### config.mk
export PLATFORM = sky130hd
export DESIGN_NAME = i2c_bus_clear_detect_flat
export DESIGN_NICKNAME = d
export VERILOG_FILES = /design/src/rtl/i2c_bus_clear_detect_if.sv /design/src/rtl/i2c_bus_clear_detect.sv /design/src/flat_wrapper.sv
export SDC_FILE = /design/constraint.sdc
export NUM_CORES = 1
export LEC_CHECK = 0
export ABC_CLOCK_PERIOD_IN_PS = 1700
export BUFFER_PORTS_ARGS = -buffer_cell sky130_fd_sc_hd__buf_2
export CELL_PAD_IN_SITES_DETAIL_PLACEMENT = 1
export CELL_PAD_IN_SITES_GLOBAL_PLACEMENT = 2
export CORE_MARGIN = 1.5
export CORE_UTILIZATION = 32
export CTS_BUF_LIST = sky130_fd_sc_hd__clkbuf_16
export CTS_CLUSTER_DIAMETER = 80
export DETAILED_ROUTE_END_ITERATION = 8
export HOLD_SLACK_MARGIN = 0.03
export PLACE_DENSITY_LB_ADDON = 0.08
export SLEW_MARGIN = 5
export SYNTH_ARGS = -nofsm -noshare
export SYNTH_HDL_FRONTEND = slang
export SYNTH_SLANG_ARGS = --single-unit
### constraint.sdc
create_clock -name clk_i -period 1.7 [get_ports clk_i]
set_input_delay 0.255 -clock clk_i [delete_from_list [all_inputs] [get_ports clk_i]]
set_output_delay 0.255 -clock clk_i [all_outputs]
set_load 0.005 [all_outputs]
### src/rtl/i2c_bus_clear_detect_if.sv
// Pin-side bundle for the I2C bus-clear detector: raw pins and enable in, filtered levels and strobes out.
// Latency: none; this is wiring only.
// Backpressure: none; every signal is a plain level or a single-cycle strobe.
// Ports: enable_i, scl_i, sda_i (to detector); scl_o, sda_o, start_o, stop_o, armed_o, bus_reset_o (from detector).
interface i2c_bus_clear_detect_if;
    logic enable_i;
    logic scl_i;
    logic sda_i;
    logic scl_o;
    logic sda_o;
    logic start_o;
    logic stop_o;
    logic armed_o;
    logic bus_reset_o;

    // Detector side.
    modport slave (
        input  enable_i, scl_i, sda_i,
        output scl_o, sda_o, start_o, stop_o, armed_o, bus_reset_o
    );

    // Pad / controller side.
    modport master (
        output enable_i, scl_i, sda_i,
        input  scl_o, sda_o, start_o, stop_o, armed_o, bus_reset_o
    );
endinterface

### src/rtl/i2c_bus_clear_detect.sv
// I2C bus-clear detector: filters SCL/SDA and pulses bus_reset_o after >=MIN_PULSES clean SCL rises and a START/STOP.
// Latency: pin to filtered level 2+FILT cycles; strobes one cycle after the filtered edge; bus_reset_o one cycle after the strobe.
// Backpressure: none; inputs are sampled every cycle and the reset pulse always runs RST_LEN cycles.
// Ports: clk_i, rst_ni (sync, active low); bus.slave carries enable_i, scl_i, sda_i in and
//        scl_o, sda_o, start_o, stop_o, armed_o, bus_reset_o out.
module i2c_bus_clear_detect #(
    parameter int unsigned FILT       = 3,
    parameter int unsigned MIN_PULSES = 9,
    parameter int unsigned RST_LEN    = 63
) (
    input  logic                   clk_i,
    input  logic                   rst_ni,
    i2c_bus_clear_detect_if.slave  bus
);

    typedef enum logic [1:0] {IDLE, COUNT, ARMED, RESET} state_t;

    // Index 0 is SCL, index 1 is SDA.
    logic [1:0]      sync1_q, sync2_q;
    logic [1:0]      filt_q, filt_d;
    logic [1:0]      filt_p_q;
    logic [1:0][3:0] fcnt_q, fcnt_d;

    logic       start_q, stop_q;
    state_t     state_q, state_d;
    logic [3:0] cnt_q, cnt_d;
    logic [7:0] rcnt_q, rcnt_d;

    logic scl_p, scl_c, sda_p, sda_c;
    logic rise, start_ev, stop_ev, brk_ev;
    logic [3:0] cnt_inc;

    // Glitch filter: the level only moves after FILT consecutive disagreeing samples.
    always_comb begin
        filt_d = filt_q;
        fcnt_d = '0;
        for (int i = 0; i < 2; i++) begin
            if (sync2_q[i] != filt_q[i]) begin
                if (fcnt_q[i] == 4'(FILT - 1)) begin
                    filt_d[i] = sync2_q[i];
                end else begin
                    fcnt_d[i] = fcnt_q[i] + 4'd1;
                end
            end
        end
    end

    assign scl_p = filt_p_q[0];
    assign scl_c = filt_q[0];
    assign sda_p = filt_p_q[1];
    assign sda_c = filt_q[1];

    // Requiring SCL high on both samples rejects SDA moving in the same cycle as SCL.
    assign rise     = !scl_p && scl_c;
    assign start_ev =  sda_p && !sda_c && scl_p && scl_c;
    assign stop_ev  = !sda_p &&  sda_c && scl_p && scl_c;

    // The FSM reacts to the registered strobes so bus_reset_o trails start_o/stop_o by one cycle.
    assign brk_ev  = start_q || stop_q;
    assign cnt_inc = (cnt_q == 4'hF) ? cnt_q : cnt_q + 4'd1;

    always_comb begin
        state_d = state_q;
        cnt_d   = cnt_q;
        rcnt_d  = rcnt_q;
        case (state_q)
            IDLE: begin
                if (brk_ev) cnt_d = '0;
                if (rise && sda_c) begin
                    cnt_d   = 4'd1;
                    state_d = (MIN_PULSES == 1) ? ARMED : COUNT;
                end else if (rise) begin
                    cnt_d = '0;
                end
            end
            COUNT: begin
                if (brk_ev || (rise && !sda_c)) begin
                    state_d = IDLE;
                    cnt_d   = '0;
                end else begin
                    if (rise) cnt_d = cnt_inc;
                    if (cnt_q >= 4'(MIN_PULSES)) state_d = ARMED;
                end
            end
            ARMED: begin
                if (brk_ev) begin
                    state_d = RESET;
                    cnt_d   = '0;
                    rcnt_d  = 8'(RST_LEN - 1);
                end else if (rise && !sda_c) begin
                    state_d = IDLE;
                    cnt_d   = '0;
                end else if (rise) begin
                    cnt_d = cnt_inc;
                end
            end
            RESET: begin
                // Bus activity is deliberately ignored until the pulse completes.
                cnt_d = '0;
                if (rcnt_q == 8'd0) begin
                    state_d = IDLE;
                end else begin
                    rcnt_d = rcnt_q - 8'd1;
                end
            end
            default: begin
                state_d = IDLE;
                cnt_d   = '0;
            end
        endcase
        // Disabling aborts a sequence but never shortens a pulse already issued.
        if (!bus.enable_i && state_q != RESET) begin
            state_d = IDLE;
            cnt_d   = '0;
        end
    end

    always_ff @(posedge clk_i) begin
        if (!rst_ni) begin
            sync1_q  <= 2'b11;
            sync2_q  <= 2'b11;
            filt_q   <= 2'b11;
            filt_p_q <= 2'b11;
            fcnt_q   <= '0;
            start_q  <= 1'b0;
            stop_q   <= 1'b0;
            state_q  <= IDLE;
            cnt_q    <= '0;
            rcnt_q   <= '0;
        end else begin
            sync1_q  <= {bus.sda_i, bus.scl_i};
            sync2_q  <= sync1_q;
            filt_q   <= filt_d;
            filt_p_q <= filt_q;
            fcnt_q   <= fcnt_d;
            start_q  <= start_ev;
            stop_q   <= stop_ev;
            state_q  <= state_d;
            cnt_q    <= cnt_d;
            rcnt_q   <= rcnt_d;
        end
    end

    assign bus.scl_o       = filt_q[0];
    assign bus.sda_o       = filt_q[1];
    assign bus.start_o     = start_q;
    assign bus.stop_o      = stop_q;
    assign bus.armed_o     = (state_q == ARMED);
    assign bus.bus_reset_o = (state_q == RESET);

endmodule

### src/flat_wrapper.sv
// flat-port wrapper written by rule: the top's interface ports become plain ports
module i2c_bus_clear_detect_flat 
#(
    parameter int unsigned FILT       = 3,
    parameter int unsigned MIN_PULSES = 9,
    parameter int unsigned RST_LEN    = 63
)
  (clk_i, rst_ni, bus_enable_i, bus_scl_i, bus_sda_i, bus_scl_o, bus_sda_o, bus_start_o, bus_stop_o, bus_armed_o, bus_bus_reset_o);
  i2c_bus_clear_detect_if bus_i ();
  input  logic clk_i;
  input  logic rst_ni;
  input wire logic [$bits(bus_i.enable_i)-1:0] bus_enable_i;
  input wire logic [$bits(bus_i.scl_i)-1:0] bus_scl_i;
  input wire logic [$bits(bus_i.sda_i)-1:0] bus_sda_i;
  output wire logic [$bits(bus_i.scl_o)-1:0] bus_scl_o;
  output wire logic [$bits(bus_i.sda_o)-1:0] bus_sda_o;
  output wire logic [$bits(bus_i.start_o)-1:0] bus_start_o;
  output wire logic [$bits(bus_i.stop_o)-1:0] bus_stop_o;
  output wire logic [$bits(bus_i.armed_o)-1:0] bus_armed_o;
  output wire logic [$bits(bus_i.bus_reset_o)-1:0] bus_bus_reset_o;
  assign bus_i.enable_i = bus_enable_i;
  assign bus_i.scl_i = bus_scl_i;
  assign bus_i.sda_i = bus_sda_i;
  assign bus_scl_o = bus_i.scl_o;
  assign bus_sda_o = bus_i.sda_o;
  assign bus_start_o = bus_i.start_o;
  assign bus_stop_o = bus_i.stop_o;
  assign bus_armed_o = bus_i.armed_o;
  assign bus_bus_reset_o = bus_i.bus_reset_o;
  i2c_bus_clear_detect #(.FILT(FILT), .MIN_PULSES(MIN_PULSES), .RST_LEN(RST_LEN)) u_core (.clk_i(clk_i), .rst_ni(rst_ni), .bus(bus_i));
endmodule
==> results of run 1 <==
through the flow:
stage,cell area (um2),TNS (ps),power [W]
floorplan,1546,0,0.0007963
global placement,1675,0,0.0008089
CTS,1819,0,0.001640
finish,1833,0,0.001608
detailed placement,1675,0,0.0008098
global route,1833,-6.114,0.001684
worst max-delay path by stage:
stage,from,to,slack [ps]
global placement,u_core.rcnt_q[0],u_core.rcnt_q[5],100
global route,u_core.rcnt_q[1],u_core.rcnt_q[5],-6
CTS,u_core.rcnt_q[0],u_core.rcnt_q[5],20
floorplan,u_core.rcnt_q[0],u_core.rcnt_q[3],70
finish,u_core.rcnt_q[0],u_core.rcnt_q[5],60
detailed placement,u_core.rcnt_q[0],u_core.rcnt_q[0],20
power breakdown:
| group | total, W | switching (W) | internal, W |
|---|---|---|---|
| clock | 0.000814 | 0.000290 | 0.000525 |
| combinational | 0.0000319 | 0.0000198 | 0.0000121 |
| sequential | 0.000762 | 0.00000391 | 0.000758 |
| total | 0.00161 | 0.000313 | 0.00129 |
per-layer routing:
metal | vias to the layer above | part of all wire
li1 | 648 | -
met1 | 609 | 0.45
met2 | 15 | 0.50
met3 | 2 | 0.036
met4 | 0 | 0.0065
met5 | - | 0
registers in the layout (all words and copies together) (netlist names):
register	count
u_core.rcnt_q	8
u_core.filt_p_q	2
u_core.bus.start_o	1
u_core.fcnt_q	8
u_core.bus.stop_o	1
u_core.filt_q	2
u_core.cnt_q	4
u_core.sync1_q	2
u_core.state_q	2
u_core.sync2_q	2
layout by cell type, fill, tap and decap left out, types with 7 or more instances in the layout:
cell type | netlist | final
sky130_fd_sc_hd__buf_2 | 2 | 10
sky130_fd_sc_hd__dfxtp_1 | 32 | 30
sky130_fd_sc_hd__ha_1 | 9 | 9
sky130_fd_sc_hd__inv_1 | 10 | 12
sky130_fd_sc_hd__nand2_1 | 14 | 14
sky130_fd_sc_hd__nand2b_1 | 8 | 8
sky130_fd_sc_hd__nand3_1 | 14 | 14
sky130_fd_sc_hd__nor2_1 | 19 | 19
sky130_fd_sc_hd__o21ai_0 | 7 | 7
sky130_fd_sc_hd__xor2_1 | 8 | 8
what timing repair did:
item | 4_1_cts | 5_1_grt
setup endpoints to repair | 1 | 5
pin swaps | 0 | 1
gates resized for setup | 1 | 4
cells by family after synthesis:
kind of cell             Yosys count
adder cells (fa/ha/maj)           10
buffers and inverters             16
flip-flops                        32
AND/OR/NAND/NOR                   78
XOR/XNOR                          12
multiplexers                       1
AO/OA/AOI/OAI                     28
critical path: cells and delay by family, from the launching register on:
kind / cells / cell delay (ps)
buf+inv: 1 / 80
simple gates: 1 / 490
compound gates: 2 / 290
fa+ha+maj: 1 / 160
xor+xnor: 1 / 150
flops: 1 / 330
final cells by class:
type	instances	area, um2
well taps	54	67.56
fillers	564	2859
flip-flops and latches	32	643.1
clock buffers	5	125.1
multi-input cells	129	860.8
repair buffers	15	87.58
clock inverters	3	11.26
inverters	10	37.54
==> flow_results.xml, run 1 <==
<?xml version="1.0" encoding="UTF-8"?>
<metrics>
  <group name="synthesis">
    <metric name="syn_area_per_cell" unit="um2">8.737</metric>
    <metric name="yosysTopAreaCell" unit="">sky130_fd_sc_hd__dfxtp_1</metric>
    <metric name="number_of_synthesized_flops_with_an_enable_pin" unit="">0</metric>
    <metric name="synth_top_area_share" unit="">0.4142</metric>
    <metric name="synth_fa_ha_area_frac" unit="">0.07929</metric>
    <metric name="netlist_top_cells_count" unit="">sky130_fd_sc_hd__dfxtp_1 (32), sky130_fd_sc_hd__nor2_1 (19), sky130_fd_sc_hd__nand2_1 (14), sky130_fd_sc_hd__nand3_1 (14), sky130_fd_sc_hd__inv_1 (10)</metric>
    <metric name="yosysMostFrequentCell" unit="">sky130_fd_sc_hd__dfxtp_1</metric>
    <metric name="synth_top_flop_cell" unit="">sky130_fd_sc_hd__dfxtp_1</metric>
    <metric name="yosys.cell_types.count" unit="">41</metric>
    <metric name="synth.cell_area" unit="mm2">0.001546</metric>
    <metric name="synth_seq_area_share" unit="">0.4142</metric>
    <metric name="synthesis.nets" unit="">191</metric>
    <metric name="synth.yosys.warnings" unit="">0</metric>
    <metric name="synthMuxAreaShare" unit="">0.006472</metric>
    <metric name="synth_top_family_by_area" unit="">simple AND/OR/NAND/NOR gates</metric>
    <metric name="synth_compound_area_frac" unit="">0.1303</metric>
    <metric name="ys_top_cells_by_area" unit="">sky130_fd_sc_hd__dfxtp_1 (41%), sky130_fd_sc_hd__ha_1 (7.3%), sky130_fd_sc_hd__nor2_1 (4.6%), sky130_fd_sc_hd__nand3_1 (4.5%), sky130_fd_sc_hd__xor2_1 (4.5%)</metric>
    <metric name="asyncSetResetFlopFracSynth" unit="">0</metric>
    <metric name="yosys.area_share.xor_xnor" unit="">0.06796</metric>
    <metric name="simple_logic_cell_fraction_of_the_synthesized_area" unit="">0.2605</metric>
    <metric name="syn-instance-count" unit="">177</metric>
    <metric name="synth.ff_latch_count" unit="">32</metric>
  </group>
  <group name="placed_design">
    <metric name="io_buffers" unit="">10</metric>
    <metric name="finalWeightedCongestion" unit="">0.7683</metric>
    <metric name="detailedPlace.worstSlack" unit="ps">19.07</metric>
    <metric name="place_inst" unit="">240</metric>
    <metric name="dpl.hpwl" unit="mm">2.693</metric>
  </group>
  <group name="timing">
    <metric name="drv_slew" unit="">0</metric>
    <metric name="timing.final.crit_share" unit="">0.9625</metric>
    <metric name="hold-worst-slack" unit="ps">166.2</metric>
    <metric name="achievable-frequency" unit="MHz">611.2</metric>
    <metric name="finalCriticalPeriod" unit="ps">1636</metric>
    <metric name="relSlewSlack" unit="">0.6991</metric>
    <metric name="final-setup-viol-count" unit="">0</metric>
    <metric name="transition_at_the_pin_with_the_smallest_max_transition_slack" unit="ps">448.0</metric>
    <metric name="skew" unit="ps">4.674</metric>
    <metric name="hold_violations" unit="">0</metric>
    <metric name="worst_slack" unit="ps">63.79</metric>
  </group>
  <group name="critical_path">
    <metric name="worst_r2r_end" unit="">u_core.rcnt_q[5]</metric>
    <metric name="regToRegStartpoint" unit="">u_core.rcnt_q[0]</metric>
    <metric name="worst-endpoint-required" unit="ps">1850</metric>
    <metric name="maximum_single_stage_delay_on_the_critical_path" unit="ps">490</metric>
    <metric name="critPathLaunchType" unit="">flip-flop</metric>
    <metric name="cp.arrival" unit="ps">1790</metric>
    <metric name="reg2reg_setup_slack" unit="ps">60</metric>
    <metric name="crit_type" unit="">flip-flop to flip-flop</metric>
    <metric name="cp-end-kind" unit="">flip-flop</metric>
    <metric name="critical_path.cell_chain" unit="">inv_1, ha_1, or3b_2, o2111ai_2, xor2_1, a21boi_0</metric>
    <metric name="critPathSlowestCell" unit="">sky130_fd_sc_hd__or3b_2</metric>
    <metric name="cp_max_fo" unit="">4</metric>
    <metric name="timing.reg2reg.worst_path_depth" unit="">6</metric>
  </group>
  <group name="global_routing">
    <metric name="antenna_found_initial" unit="">0</metric>
    <metric name="grtUsageMet2" unit="">0.2681</metric>
    <metric name="grt.total_usage" unit="">0.1536</metric>
    <metric name="grt_first_pass_wirelength" unit="mm">6.175</metric>
    <metric name="number_of_global_route_vias_before_repair" unit="">1346</metric>
    <metric name="groute.layer.met3.usage" unit="">0.05139</metric>
    <metric name="grt_max_degree" unit="">24</metric>
    <metric name="met1_resource_use_gr" unit="">0.1687</metric>
    <metric name="grt.busiest_layer" unit="">met2</metric>
    <metric name="grt-ovfl-total" unit="">0</metric>
  </group>
  <group name="die">
    <metric name="initial_utilization" unit="">0.3296</metric>
    <metric name="die_h" unit="um">72.52</metric>
    <metric name="top_level_ports" unit="">11</metric>
    <metric name="row_count" unit="">25</metric>
    <metric name="fp.dieArea" unit="mm2">0.005259</metric>
    <metric name="die_x" unit="um">72.52</metric>
    <metric name="fp.coreArea" unit="mm2">0.004692</metric>
  </group>
  <group name="routing">
    <metric name="vias" unit="">1274</metric>
    <metric name="route.detailed.drc" unit="">0</metric>
    <metric name="wl_per_cell" unit="um">14.32</metric>
    <metric name="dr.first_iter.drc_count" unit="">31</metric>
    <metric name="drtAntennaViolNets" unit="">0</metric>
    <metric name="via_per_inst" unit="">5.137</metric>
    <metric name="routed_wirelength" unit="mm">3.551</metric>
    <metric name="drtPass1Iterations" unit="">4</metric>
  </group>
  <group name="cts">
    <metric name="cts-root-buf" unit="">sky130_fd_sc_hd__clkbuf_16</metric>
    <metric name="clk_latency" unit="ps">270</metric>
    <metric name="tritoncts_clock_tree" unit="">done</metric>
    <metric name="holdBufCountCts" unit="">0</metric>
    <metric name="clock_sinks" unit="">32</metric>
    <metric name="postCtsSetupRepairBufs" unit="">0</metric>
    <metric name="cts.clk_slew.worst_paths" unit="ps">50</metric>
    <metric name="cts-htree-levels" unit="">2</metric>
    <metric name="cts.path.max_buffers" unit="">2</metric>
    <metric name="cts_made_buffers" unit="">5</metric>
  </group>
  <group name="finish">
    <metric name="postLayoutCoreUtil" unit="">0.3907</metric>
    <metric name="diodes" unit="">0</metric>
    <metric name="area.growth.synth_to_final" unit="%">18.53</metric>
    <metric name="final_layout_size_suffix_gt1_frac" unit="">0.1546</metric>
    <metric name="final_net_count" unit="">207</metric>
    <metric name="number_of_standard_cells_in_the_final_layout_excluding_fillers" unit="">248</metric>
  </group>
  <group name="min_path">
    <metric name="holdPathStages" unit="">2</metric>
    <metric name="holdPathEnd" unit="">u_core.sync1_q[0]</metric>
    <metric name="worst_hold_launch" unit="">bus_scl_i</metric>
    <metric name="worst_hold_path_type" unit="">primary input to flip-flop</metric>
  </group>
  <group name="run_status">
    <metric name="run_status" unit="">complete, no violations</metric>
  </group>
  <group name="job">
    <metric name="drv.max_cap_violation_count" unit="">0</metric>
  </group>
  <group name="pwr">
    <metric name="p_per_area" unit="mW/mm2">877.2</metric>
    <metric name="p_leak" unit="nW">0.7511</metric>
    <metric name="power.ir.vdd_worst" unit="mV">0.4333</metric>
  </group>
</metrics>
Note: power is estimated with default switching activity, not from simulation.
==> run 2: changes to the inputs <==
Settings changed: ABC_AREA set to 1, CORE_UTILIZATION 32 to 31, RECOVER_POWER set to 50.
==> flow_results.xml, run 2 <==
<?xml version="1.0" encoding="UTF-8"?>
<metrics>
  <group name="routing">
    <metric name="drtPass1Iterations" unit="">4</metric>
    <metric name="routed_wirelength" unit="mm">3.913</metric>
    <metric name="wl_per_cell" unit="um">12.75</metric>
    <metric name="drtAntennaViolNets" unit="">0</metric>
    <metric name="dr.first_iter.drc_count" unit="">26</metric>
    <metric name="vias" unit="">1397</metric>
    <metric name="route.detailed.drc" unit="">0</metric>
    <metric name="via_per_inst" unit="">4.550</metric>
  </group>
  <group name="timing">
    <metric name="relSlewSlack" unit="">0.7896</metric>
    <metric name="drv_slew" unit="">0</metric>
    <metric name="skew" unit="ps">2.268</metric>
    <metric name="setup_total_negative_slack" unit="ps">0</metric>
    <metric name="finalCriticalPeriod" unit="ps">1481</metric>
    <metric name="timing.final.crit_share" unit="">0.8714</metric>
    <metric name="hold_violations" unit="">0</metric>
    <metric name="achievable-frequency" unit="MHz">675.0</metric>
    <metric name="final-setup-viol-count" unit="">0</metric>
    <metric name="rsz0062_at_grt" unit="">false</metric>
    <metric name="transition_at_the_pin_with_the_smallest_max_transition_slack" unit="ps">313.5</metric>
  </group>
  <group name="cts">
    <metric name="cts.clk_slew.worst_paths" unit="ps">50</metric>
    <metric name="cts-htree-levels" unit="">2</metric>
    <metric name="cts-resized-gates" unit="">0</metric>
    <metric name="postCtsSetupRepairBufs" unit="">0</metric>
    <metric name="cts.path.max_buffers" unit="">2</metric>
    <metric name="cts_made_buffers" unit="">5</metric>
    <metric name="tritoncts_clock_tree" unit="">done</metric>
    <metric name="holdBufCountCts" unit="">0</metric>
    <metric name="clk_latency" unit="ps">270</metric>
    <metric name="cts-root-buf" unit="">sky130_fd_sc_hd__clkbuf_16</metric>
    <metric name="clock_sinks" unit="">32</metric>
  </group>
  <group name="synthesis">
    <metric name="yosysMostFrequentCell" unit="">sky130_fd_sc_hd__nand2_1</metric>
    <metric name="syn_area_per_cell" unit="um2">7.404</metric>
    <metric name="asyncSetResetFlopFracSynth" unit="">0</metric>
    <metric name="yosys.cell_types.count" unit="">24</metric>
    <metric name="syn-instance-count" unit="">218</metric>
    <metric name="number_of_synthesized_flops_with_an_enable_pin" unit="">0</metric>
    <metric name="synth_seq_area_share" unit="">0.3969</metric>
    <metric name="synthesis.nets" unit="">232</metric>
    <metric name="yosysTopAreaCell" unit="">sky130_fd_sc_hd__dfxtp_1</metric>
    <metric name="ys_top_cells_by_area" unit="">sky130_fd_sc_hd__dfxtp_1 (40%), sky130_fd_sc_hd__nand2_1 (11%), sky130_fd_sc_hd__nor2_1 (7.9%), sky130_fd_sc_hd__ha_1 (7.0%), sky130_fd_sc_hd__nand3_1 (6.8%)</metric>
    <metric name="synth.yosys.warnings" unit="">0</metric>
    <metric name="netlist_top_cells_count" unit="">sky130_fd_sc_hd__nand2_1 (48), sky130_fd_sc_hd__nor2_1 (34), sky130_fd_sc_hd__dfxtp_1 (32)</metric>
    <metric name="synth_top_area_share" unit="">0.3969</metric>
    <metric name="synth.ff_latch_count" unit="">32</metric>
    <metric name="synth.cell_area" unit="mm2">0.001614</metric>
    <metric name="synth_top_flop_cell" unit="">sky130_fd_sc_hd__dfxtp_1</metric>
  </group>
  <group name="finish">
    <metric name="multi_input_comb_area" unit="um2">870.8</metric>
    <metric name="storage_cell_area" unit="um2">640.6</metric>
    <metric name="final_layout_size_suffix_gt1_frac" unit="">0.1435</metric>
    <metric name="final_cell_mix" unit="">sky130_fd_sc_hd__nand2_1 (48), sky130_fd_sc_hd__nor2_1 (34), sky130_fd_sc_hd__dfxtp_1 (32), sky130_fd_sc_hd__inv_1 (22), sky130_fd_sc_hd__nand3_1 (22)</metric>
    <metric name="leading_cell_type_in_the_layout_fill_and_taps_excluded" unit="">sky130_fd_sc_hd__nand2_1</metric>
    <metric name="fill_cells" unit="">648</metric>
    <metric name="final_net_count" unit="">250</metric>
    <metric name="reg_top3" unit="">u_core.fcnt_q x8, u_core.rcnt_q x8, u_core.cnt_q x4</metric>
    <metric name="diodes" unit="">0</metric>
    <metric name="area.growth.synth_to_final" unit="%">18.91</metric>
  </group>
  <group name="critical_path">
    <metric name="cp_max_fo" unit="">7</metric>
    <metric name="maximum_single_stage_delay_on_the_critical_path" unit="ps">320</metric>
    <metric name="regToRegStartpoint" unit="">u_core.rcnt_q[0]</metric>
    <metric name="worst-endpoint-required" unit="ps">1890</metric>
    <metric name="critPathLaunchType" unit="">flip-flop</metric>
    <metric name="cp-end-kind" unit="">flip-flop</metric>
    <metric name="critical_path.most_common_cell" unit="">sky130_fd_sc_hd__nor2_4</metric>
    <metric name="crit_type" unit="">flip-flop to flip-flop</metric>
    <metric name="cp-startpoint" unit="">u_core.rcnt_q[0]</metric>
    <metric name="cp.arrival" unit="ps">1670</metric>
    <metric name="critical_path.cell_chain" unit="">inv_1, ha_1, nand3_1, nor2_4, nor2_2, nor2_4, nand2_1, a21oi_1</metric>
    <metric name="critPathSlowestCell" unit="">sky130_fd_sc_hd__dfxtp_1</metric>
  </group>
  <group name="pwr">
    <metric name="combinationalPowerShare" unit="">0.018</metric>
    <metric name="p_sw" unit="W">0.0003312</metric>
    <metric name="seq_power_share" unit="">0.427</metric>
    <metric name="p_sw_frac" unit="">0.1857</metric>
    <metric name="clockPowerShare" unit="">0.555</metric>
    <metric name="p_leak" unit="nW">0.8580</metric>
    <metric name="power.total" unit="W">0.001784</metric>
    <metric name="power.ir.vdd_worst" unit="mV">0.4340</metric>
    <metric name="p_per_area" unit="mW/mm2">929.2</metric>
    <metric name="internal_power" unit="W">0.001452</metric>
  </group>
  <group name="job">
    <metric name="drv.max_cap_violation_count" unit="">0</metric>
  </group>
  <group name="global_routing">
    <metric name="antenna_found_initial" unit="">0</metric>
    <metric name="grt-ovfl-total" unit="">0</metric>
    <metric name="grt_max_degree" unit="">11</metric>
    <metric name="number_of_global_route_vias_before_repair" unit="">1493</metric>
    <metric name="grt.total_usage" unit="">0.1573</metric>
    <metric name="grt_first_pass_wirelength" unit="mm">6.693</metric>
  </group>
  <group name="die">
    <metric name="die_x" unit="um">75.16</metric>
    <metric name="fp.coreArea" unit="mm2">0.005075</metric>
    <metric name="top_level_ports" unit="">11</metric>
    <metric name="die_h" unit="um">75.16</metric>
    <metric name="initial_utilization" unit="">0.3180</metric>
    <metric name="fp.dieArea" unit="mm2">0.005648</metric>
    <metric name="row_count" unit="">26</metric>
  </group>
  <group name="placed_design">
    <metric name="dpl.hpwl" unit="mm">3.155</metric>
    <metric name="io_buffers" unit="">10</metric>
    <metric name="finalWeightedCongestion" unit="">0.7982</metric>
  </group>
  <group name="min_path">
    <metric name="worst_hold_path_type" unit="">primary input to flip-flop</metric>
    <metric name="worst_hold_launch" unit="">bus_sda_i</metric>
  </group>
  <group name="run_status">
    <metric name="run_status" unit="">complete, no violations</metric>
  </group>
</metrics>
-- run 2: changes by cell type after synthesis, moves of 6 or more --
cell / delta
sky130_fd_sc_hd__inv_1: +9
sky130_fd_sc_hd__inv_2: +6
sky130_fd_sc_hd__nand2_1: +34
sky130_fd_sc_hd__nand2b_1: -8
sky130_fd_sc_hd__nand3_1: +8
sky130_fd_sc_hd__nor2_1: +15
-- run 2: cells by family (layout without fill, tap and decap cells) --
family / after synthesis / in the layout / synth area share
simple gates: 119 / 119 / 0.3411
flops: 32 / 32 / 0.3969
buf+inv: 27 / 46 / 0.06356
compound gates: 21 / 21 / 0.07442
xor+xnor: 10 / 10 / 0.05427
fa+ha+maj: 9 / 9 / 0.06977
-- run 2: per-stage QoR --
step | setup WS, ps | area (um2) | utilization | hold slack, ps | std cells
floorplan | 413.5 | 1614 | - | 361.6 | 218
global placement | 315.9 | 1762 | 0.3471 | 397.7 | 299
detailed placement | 221.8 | 1762 | 0.3471 | 410.7 | 299
CTS | 210.3 | 1926 | 0.3794 | 164.3 | 307
global route | 107.9 | 1919 | 0.3782 | 173.6 | 307
finish | 218.6 | 1919 | 0.3782 | 169.0 | 307
-- run 2: area by class of cell --
class,instances,share of cell area
Tap cell,70,0.04563
Timing Repair Buffer,12,0.03064
Inverter,26,0.05085
Sequential cell,32,0.3338
Multi-Input combinational cell,159,0.4537
Clock inverter,3,0.02021
Clock buffer,5,0.06519
-- run 2: critical path, delay by kind of cell (launching register included) --
kind | cells | cell delay, ps
flops | 1 | 320
buf+inv | 1 | 110
compound gates | 1 | 160
fa+ha+maj | 1 | 160
simple gates | 5 | 640
-- run 2: per-layer routing --
| layer | track usage | wire length [um] | vias to the layer above |
|---|---|---|---|
| li1 | - | - | 719 |
| met3 | 0.03748 | 86 | 5 |
| met1 | 0.1653 | 1630 | 662 |
| met5 | 0 | 0 | - |
| met2 | 0.3048 | 2145 | 11 |
| met4 | 0.05159 | 51 | 0 |
-- run 2: final timing paths --
| check | depth (start not counted) | slack [ps] | endpoint |
|---|---|---|---|
| max | 8 | 220 | u_core.rcnt_q[0] |
| min | 2 | 170 | u_core.sync1_q[1] |
| max reg2reg | 8 | 220 | u_core.rcnt_q[0] |
| min reg2reg | 1 | 420 | u_core.sync2_q[0] |
-- run 2: power groups by stage --
stage          clock [W]  sequential [W]  combinational (W)
2_1_floorplan          0        0.000776          0.0000205
6_report        0.000990        0.000762          0.0000322
3_3_place_gp           0        0.000777          0.0000329
3_5_place_dp           0        0.000777          0.0000342
4_1_cts          0.00103        0.000761          0.0000343
5_1_grt          0.00106        0.000762          0.0000376
